[src/rtl/cpu_pkg.sv]
// Shared constants for the 8-bit core control path: opcodes, ALU functions,
// instruction field positions, control bundle and control-unit state encoding.
package cpu_pkg;

   localparam logic [7:0] OP_LOADI = 8'h00;
   localparam logic [7:0] OP_MOV   = 8'h01;
   localparam logic [7:0] OP_ADD   = 8'h02;
   localparam logic [7:0] OP_SUB   = 8'h03;
   localparam logic [7:0] OP_AND   = 8'h04;
   localparam logic [7:0] OP_OR    = 8'h05;
   localparam logic [7:0] OP_J     = 8'h06;
   localparam logic [7:0] OP_BEQ   = 8'h07;
   localparam logic [7:0] OP_LWD   = 8'h08;
   localparam logic [7:0] OP_LWI   = 8'h09;
   localparam logic [7:0] OP_SWD   = 8'h0A;
   localparam logic [7:0] OP_SWI   = 8'h0B;

   localparam logic [2:0] ALU_FWD = 3'd0;
   localparam logic [2:0] ALU_ADD = 3'd1;
   localparam logic [2:0] ALU_AND = 3'd2;
   localparam logic [2:0] ALU_OR  = 3'd3;

   localparam int OP_MSB  = 31;
   localparam int OP_LSB  = 24;
   localparam int RD_MSB  = 18;
   localparam int RD_LSB  = 16;
   localparam int RT_MSB  = 10;
   localparam int RT_LSB  = 8;
   localparam int RS_MSB  = 2;
   localparam int RS_LSB  = 0;
   localparam int IMM_MSB = 7;
   localparam int IMM_LSB = 0;
   localparam int OFF_MSB = 23;
   localparam int OFF_LSB = 16;

   typedef enum logic {
      RUN      = 1'b0,
      MEM_WAIT = 1'b1
   } state_t;

   typedef struct packed {
      logic [2:0] aluOp;
      logic       immSel;
      logic       negSel;
      logic       branch;
      logic       jump;
      logic       regWrite;
      logic       isLoad;
      logic       isStore;
      logic       illegal;
   } ctrl_t;

endpackage

[src/rtl/cpu_control_unit_if.sv]
// Instruction/strobe bundle between the datapath (master) and the control unit (slave).
interface cpu_control_unit_if #(
   parameter int CNT_W = 16
);
   logic [31:0]      INSTRUCTION;
   logic             BUSYWAIT;
   logic [2:0]       READREG1;
   logic [2:0]       READREG2;
   logic [2:0]       WRITEREG;
   logic             WRITEENABLE;
   logic [7:0]       IMMEDIATE;
   logic [2:0]       ALUOP;
   logic             IMM_SEL;
   logic             NEG_SEL;
   logic             BRANCH;
   logic             JUMP;
   logic [7:0]       BR_OFFSET;
   logic             MEM_READ;
   logic             MEM_WRITE;
   logic             PC_EN;
   logic             ILLEGAL;
   logic [CNT_W-1:0] STALL_CNT;

   modport master (
      output INSTRUCTION, BUSYWAIT,
      input  READREG1, READREG2, WRITEREG, WRITEENABLE, IMMEDIATE, ALUOP,
             IMM_SEL, NEG_SEL, BRANCH, JUMP, BR_OFFSET, MEM_READ, MEM_WRITE,
             PC_EN, ILLEGAL, STALL_CNT
   );

   modport slave (
      input  INSTRUCTION, BUSYWAIT,
      output READREG1, READREG2, WRITEREG, WRITEENABLE, IMMEDIATE, ALUOP,
             IMM_SEL, NEG_SEL, BRANCH, JUMP, BR_OFFSET, MEM_READ, MEM_WRITE,
             PC_EN, ILLEGAL, STALL_CNT
   );
endinterface

[src/rtl/cpu_decoder.sv]
// Combinational opcode to control-bundle mapping.
// Memory opcodes are only recognised when CPU_CTRL_MEM_EN is defined.
module cpu_decoder
   import cpu_pkg::*;
(
   input  logic [7:0] opcode_i,
   output ctrl_t      ctrl_o
);

   // Anything not listed falls through to illegal and behaves as a NOP.
   always_comb begin
      ctrl_o = '0;
      case (opcode_i)
         OP_LOADI: begin ctrl_o.immSel = 1'b1; ctrl_o.regWrite = 1'b1; end
         OP_MOV:   ctrl_o.regWrite = 1'b1;
         OP_ADD:   begin ctrl_o.aluOp = ALU_ADD; ctrl_o.regWrite = 1'b1; end
         OP_SUB:   begin ctrl_o.aluOp = ALU_ADD; ctrl_o.negSel = 1'b1; ctrl_o.regWrite = 1'b1; end
         OP_AND:   begin ctrl_o.aluOp = ALU_AND; ctrl_o.regWrite = 1'b1; end
         OP_OR:    begin ctrl_o.aluOp = ALU_OR;  ctrl_o.regWrite = 1'b1; end
         OP_J:     ctrl_o.jump = 1'b1;
         OP_BEQ:   begin ctrl_o.aluOp = ALU_ADD; ctrl_o.negSel = 1'b1; ctrl_o.branch = 1'b1; end
`ifdef CPU_CTRL_MEM_EN
         OP_LWD:   ctrl_o.isLoad = 1'b1;
         OP_LWI:   begin ctrl_o.isLoad = 1'b1; ctrl_o.immSel = 1'b1; end
         OP_SWD:   ctrl_o.isStore = 1'b1;
         OP_SWI:   begin ctrl_o.isStore = 1'b1; ctrl_o.immSel = 1'b1; end
`endif
         default:  ctrl_o.illegal = 1'b1;
      endcase
   end

endmodule

[src/rtl/cpu_control_unit.sv]
// Decode and sequencing controller: field slicing, strobes, memory-stall FSM.
// Define CPU_CTRL_MEM_EN to build load/store support, MEM_WAIT and the stall counter.
module cpu_control_unit
   import cpu_pkg::*;
#(
   parameter int CNT_W = 16
) (
   input logic             CLK,
   input logic             RESET,
   cpu_control_unit_if.slave bus
);

   ctrl_t            dec;
   logic             writeEnable;
   logic             memRead;
   logic             memWrite;
   logic             pcEn;
   logic             illegal_q, illegal_d;
   logic [CNT_W-1:0] stallCnt_q, stallCnt_d;

   cpu_decoder uDecoder (
      .opcode_i (bus.INSTRUCTION[OP_MSB:OP_LSB]),
      .ctrl_o   (dec)
   );

   assign bus.READREG1  = bus.INSTRUCTION[RT_MSB:RT_LSB];
   assign bus.READREG2  = bus.INSTRUCTION[RS_MSB:RS_LSB];
   assign bus.WRITEREG  = bus.INSTRUCTION[RD_MSB:RD_LSB];
   assign bus.IMMEDIATE = bus.INSTRUCTION[IMM_MSB:IMM_LSB];
   assign bus.BR_OFFSET = bus.INSTRUCTION[OFF_MSB:OFF_LSB];
   assign bus.ALUOP     = dec.aluOp;
   assign bus.IMM_SEL   = dec.immSel;
   assign bus.NEG_SEL   = dec.negSel;
   assign bus.BRANCH    = dec.branch & ~RESET;
   assign bus.JUMP      = dec.jump & ~RESET;

`ifdef CPU_CTRL_MEM_EN
   state_t state_q, state_d;

   // The held instruction is re-decoded in MEM_WAIT; the PC cannot move until we release it.
   always_comb begin
      state_d     = state_q;
      writeEnable = 1'b0;
      memRead     = 1'b0;
      memWrite    = 1'b0;
      pcEn        = 1'b0;
      stallCnt_d  = stallCnt_q;
      case (state_q)
         RUN: begin
            if (dec.isLoad || dec.isStore) begin
               memRead  = dec.isLoad;
               memWrite = dec.isStore;
               state_d  = MEM_WAIT;
            end else begin
               pcEn        = 1'b1;
               writeEnable = dec.regWrite;
            end
         end
         MEM_WAIT: begin
            if (bus.BUSYWAIT) begin
               memRead  = dec.isLoad;
               memWrite = dec.isStore;
               if (stallCnt_q != '1) stallCnt_d = stallCnt_q + CNT_W'(1);
            end else begin
               pcEn        = 1'b1;
               writeEnable = dec.isLoad;
               state_d     = RUN;
            end
         end
         default: state_d = RUN;
      endcase
      if (RESET) begin
         state_d     = RUN;
         writeEnable = 1'b0;
         memRead     = 1'b0;
         memWrite    = 1'b0;
         pcEn        = 1'b0;
      end
   end

   always_ff @(posedge CLK) begin
      if (RESET) begin
         state_q    <= RUN;
         stallCnt_q <= '0;
      end else begin
         state_q    <= state_d;
         stallCnt_q <= stallCnt_d;
      end
   end
`else
   always_comb begin
      writeEnable = dec.regWrite & ~RESET;
      pcEn        = ~RESET;
      memRead     = 1'b0;
      memWrite    = 1'b0;
      stallCnt_d  = '0;
   end

   always_ff @(posedge CLK) begin
      stallCnt_q <= '0;
   end
`endif

   assign illegal_d = illegal_q | dec.illegal;

   always_ff @(posedge CLK) begin
      if (RESET) illegal_q <= 1'b0;
      else       illegal_q <= illegal_d;
   end

   assign bus.WRITEENABLE = writeEnable;
   assign bus.MEM_READ    = memRead;
   assign bus.MEM_WRITE   = memWrite;
   assign bus.PC_EN       = pcEn;
   assign bus.ILLEGAL     = illegal_q;
   assign bus.STALL_CNT   = stallCnt_q;

endmodule

[src/flat_wrapper.sv]
// flat-port wrapper written by rule: the top's interface ports become plain ports
module cpu_control_unit_flat import cpu_pkg::*;
#(
   parameter int CNT_W = 16
)
  (CLK, RESET, bus_INSTRUCTION, bus_BUSYWAIT, bus_READREG1, bus_READREG2, bus_WRITEREG, bus_WRITEENABLE, bus_IMMEDIATE, bus_ALUOP, bus_IMM_SEL, bus_NEG_SEL, bus_BRANCH, bus_JUMP, bus_BR_OFFSET, bus_MEM_READ, bus_MEM_WRITE, bus_PC_EN, bus_ILLEGAL, bus_STALL_CNT);
  cpu_control_unit_if #(.CNT_W(CNT_W)) bus_i ();
  input logic CLK;
  input logic RESET;
  input wire logic [$bits(bus_i.INSTRUCTION)-1:0] bus_INSTRUCTION;
  input wire logic [$bits(bus_i.BUSYWAIT)-1:0] bus_BUSYWAIT;
  output wire logic [$bits(bus_i.READREG1)-1:0] bus_READREG1;
  output wire logic [$bits(bus_i.READREG2)-1:0] bus_READREG2;
  output wire logic [$bits(bus_i.WRITEREG)-1:0] bus_WRITEREG;
  output wire logic [$bits(bus_i.WRITEENABLE)-1:0] bus_WRITEENABLE;
  output wire logic [$bits(bus_i.IMMEDIATE)-1:0] bus_IMMEDIATE;
  output wire logic [$bits(bus_i.ALUOP)-1:0] bus_ALUOP;
  output wire logic [$bits(bus_i.IMM_SEL)-1:0] bus_IMM_SEL;
  output wire logic [$bits(bus_i.NEG_SEL)-1:0] bus_NEG_SEL;
  output wire logic [$bits(bus_i.BRANCH)-1:0] bus_BRANCH;
  output wire logic [$bits(bus_i.JUMP)-1:0] bus_JUMP;
  output wire logic [$bits(bus_i.BR_OFFSET)-1:0] bus_BR_OFFSET;
  output wire logic [$bits(bus_i.MEM_READ)-1:0] bus_MEM_READ;
  output wire logic [$bits(bus_i.MEM_WRITE)-1:0] bus_MEM_WRITE;
  output wire logic [$bits(bus_i.PC_EN)-1:0] bus_PC_EN;
  output wire logic [$bits(bus_i.ILLEGAL)-1:0] bus_ILLEGAL;
  output wire logic [$bits(bus_i.STALL_CNT)-1:0] bus_STALL_CNT;
  assign bus_i.INSTRUCTION = bus_INSTRUCTION;
  assign bus_i.BUSYWAIT = bus_BUSYWAIT;
  assign bus_READREG1 = bus_i.READREG1;
  assign bus_READREG2 = bus_i.READREG2;
  assign bus_WRITEREG = bus_i.WRITEREG;
  assign bus_WRITEENABLE = bus_i.WRITEENABLE;
  assign bus_IMMEDIATE = bus_i.IMMEDIATE;
  assign bus_ALUOP = bus_i.ALUOP;
  assign bus_IMM_SEL = bus_i.IMM_SEL;
  assign bus_NEG_SEL = bus_i.NEG_SEL;
  assign bus_BRANCH = bus_i.BRANCH;
  assign bus_JUMP = bus_i.JUMP;
  assign bus_BR_OFFSET = bus_i.BR_OFFSET;
  assign bus_MEM_READ = bus_i.MEM_READ;
  assign bus_MEM_WRITE = bus_i.MEM_WRITE;
  assign bus_PC_EN = bus_i.PC_EN;
  assign bus_ILLEGAL = bus_i.ILLEGAL;
  assign bus_STALL_CNT = bus_i.STALL_CNT;
  cpu_control_unit #(.CNT_W(CNT_W)) u_core (.CLK(CLK), .RESET(RESET), .bus(bus_i));
endmodule
[config.mk]
export PLATFORM = sky130hd
export DESIGN_NAME = cpu_control_unit_flat
export DESIGN_NICKNAME = d
export VERILOG_FILES = /design/src/rtl/cpu_pkg.sv /design/src/rtl/cpu_control_unit_if.sv /design/src/rtl/cpu_decoder.sv /design/src/rtl/cpu_control_unit.sv /design/src/flat_wrapper.sv
export SDC_FILE = /design/constraint.sdc
export NUM_CORES = 1
export LEC_CHECK = 0
export BUFFER_PORTS_ARGS = -buffer_cell sky130_fd_sc_hd__buf_4
export CAP_MARGIN = 20
export CORE_MARGIN = 4
export CORE_UTILIZATION = 27
export CTS_BUF_LIST = sky130_fd_sc_hd__clkbuf_2
export DETAILED_ROUTE_END_ITERATION = 10
export GPL_TIMING_DRIVEN = 0
export HOLD_SLACK_MARGIN = 0.08
export PLACE_DENSITY_LB_ADDON = 0.05
export SYNTH_ARGS = -nofsm -noshare
export SYNTH_HDL_FRONTEND = slang
export SYNTH_SLANG_ARGS = --single-unit
[constraint.sdc]
create_clock -name CLK -period 1.68 [get_ports CLK]
set_input_delay 0.252 -clock CLK [delete_from_list [all_inputs] [get_ports CLK]]
set_output_delay 0.252 -clock CLK [all_outputs]
set_load 0.05 [all_outputs]
==> summary.md <==
| Metric | Value |
|---|---|
| Std-Cell Core Area | 0.00173 sq mm |
| Startpoint types | primary input |
| Hold Fails Final Rpt | 0 |
| Fin nets | 162 |
| Min-Delay Path Class | register to register |
| Failing checks | setup timing |
| Synth cell count leaders | 44 x buf_4, 3 x nor3_1, 2 x inv_1, 2 x nand2_1, 2 x nor4_1 |
| Ys flop type | dfxtp_1 |
| Vias after detailed routing | 517 |
| DIE WIDTH | 50.9 microns |
| Xor/xnor share of the synthesized area | 0% |
| Total gr overflow | 0 |
| Layout area overhead | 99.7% |
| Largest stage delay on the critical path | 520 ps |
| Post-synthesis mux area share | 2.02% |
| Internal Pwr Total | 0.160 mW |
| Sw Share | 62.7% |
| Clk pwr share | 0% |
| Seq pwr share | 6.1% |
| WL final | 1280 microns |
| Antenna Nets Post-Route | 0 |
| TNS Setup | -64.1 ps |
| Clock Skews | 0 ps |
| Worst VDD drop | 259 uV |
| # fillers | 172 |
| Synth area leader | buf_4 |
| DRC viols | 0 |
| Lkg Pwr | 0.582 nW |
| Crit path max fanout | 6 |
| Die Ht | 50.9 microns |
| Skew-Pair Late Insertion Delay | 0 ps |
| Vias/cell | 3.45 |
| Fin Hold WS | 466 ps |
| Post-synth EDFFs | 0 |
| Min cycle time layout | 1710 ps |
| Setup CP Type | primary input to output port |
| Post-layout util | 57.5% |
| Starting Density | 28.8% |
| Largest net degree at the start of global routing | 8 |
| Final count of pins violating max slew | 0 |
| Largest cells by area after synthesis | buf_4 66%, nor4b_4 4.8%, dfxtp_1 4.0% |
| N_diodes | 0 |
| # port buffers | 43 |
| Top cell type's share of synthesized area | 66.5% |
| Vias in the first global route | 463 |
| Final worst-path setup slack | -32.2 ps |
| Non-filler cells in the finished layout | 150 |
| GRT Util Overall | 8.51% |
| Post-detail-place hpwl | 1230 microns |
| Gpl congestion | 0.584 |
| Fin crit share | 102% |
| Max-cap check violation count | 0 |
| Non-Filler Cell Area, Final | 992 sq um |
| DP Worst Slack | -55.8 ps |
| Hold-fix buffers, CTS | 0 |
| Worst-path cell chain | buf_4, or4_4, buf_6, nor4b_4, buf_6 |
| Ratio of cells with drive above 1 in the final layout | 77.6% |
| FFs w/ async S/R, synth | 0% |
| Register clock-pin slew on the reported worst setup and hold paths | 0 ps |
| CP endpoint kind | output port |
| Post-synthesis sequential area ratio | 4.03% |
| Setup violators final | 2 |
| Crit path DAT | 1460 ps |
| Combinational family with the most area after synthesis | buffers and inverters |
| Flops & latches, synth | 1 |
| Gate power share | 93.9% |
| I/O pins | 88 |
| Initial antenna violation count | 0 |
| Req. time, crit path | 1430 ps |
| Status | complete, but fails checks |
| Psw | 0.269 mW |
| Dpl cell area | 973 sq um |
| FMAX | 584 MHz |
| Count leader, synth | buf_4 |
| Synth Area in Simple Gates | 21.2% |
| Unique masters post-synth | 16 |
| Post-Synth Adder-Cell Area | 0% |
| Number of flip-flops in the largest register | 1 |
| Placed cell count | 150 |
| Wire length per cell | 8.55 microns |
| Slowest CP cell | or4_4 |
| Power density over cell area | 432 mW/mm^2 |
| Complex-gate fraction of the synthesized area | 1.76% |
| Post-synthesis cell area | 497 sq um |
| Die area | 0.00259 sq mm |
| Ys Warns | 0 |
| Site Rows | 15 |
| Synth Instances | 64 |
| Number of DRC markers after the initial detailed-route iteration | 0 |
| Post-Syn Area per Cell | 7.76 sq um |
| Drt first pass iters | 1 |
| RSZ-0062 raised after global routing | true |
| CP dominant cell by count | buf_6 |
| Total power | 0.429 mW |
| First-pass GRT wire length | 1860 microns |
[cell usage in the layout (no fill, tap or decap), types with 2 or more instances in the layout]
cell type / instances
inv_1: 2
nor4_2: 2
nor3_4: 3
buf_4: 82
nor4b_4: 2
conb_1: 19
nand2_1: 2
buf_6: 6
[routing by layer]
metal	global-route usage [%]	vias to the layer above	wire [microns]	part of all wire, %
met4	0	0	0	0
met5	0	-	0	0
met2	14.8	48	601	47
met1	9.01	201	363	28
met3	5.83	0	318	25
li1	-	268	-	-
[power by group through the flow]
stage / clock network, mW / logic, mW / registers, mW
6_report: 0 / 0.403 / 0.0263
5_1_grt: 0 / 0.420 / 0.0265
4_1_cts: 0 / 0.401 / 0.0263
3_5_place_dp: 0 / 0.401 / 0.0263
3_3_place_gp: 0 / 0.399 / 0.0263
2_1_floorplan: 0 / 0.314 / 0.0311
[logic make-up (layout without fill, tap and decap cells)]
kind of cell,count (synthesis),after routing
buffers and inverters,47,90
and+or+nand+nor,13,13
other,1,19
AOI/OAI and AO/OA,1,1
muxes,1,1
DFF,1,1
[timing repair]
item	4_1_cts	5_1_grt
endpoints found under the setup margin	2	5
pin swaps	0	0
resized for setup	2	3
buffers inserted	0	0
hold endpoints to repair	0	0
[final timing paths]
| path | from | end | slack (ps) | depth (start not counted) |
|---|---|---|---|---|
| setup / recovery | bus_INSTRUCTION[29] | bus_WRITEENABLE | -30 | 5 |
| hold / removal | u_core.bus.ILLEGAL | u_core.bus.ILLEGAL | 470 | 1 |
| setup reg to reg | u_core.bus.ILLEGAL | u_core.bus.ILLEGAL | 1010 | 1 |
| hold reg to reg | u_core.bus.ILLEGAL | u_core.bus.ILLEGAL | 470 | 1 |
[critical path, delay by kind of cell]
family / cells / cell delay, ps
AND/OR/NAND/NOR: 2 / 740
buffers and inverters: 3 / 460
[cell type report]
type                       count  area [sq um]  area share (%)
inverter                       2          7.51           0.757
sequential                     1          20.0            2.02
timing repair buffer          43           342            34.4
buffer                        45           342            34.4
tap                           25          31.3            3.15
multi-input combinational     34           250            25.2
Power figures use the tool's default switching activity.
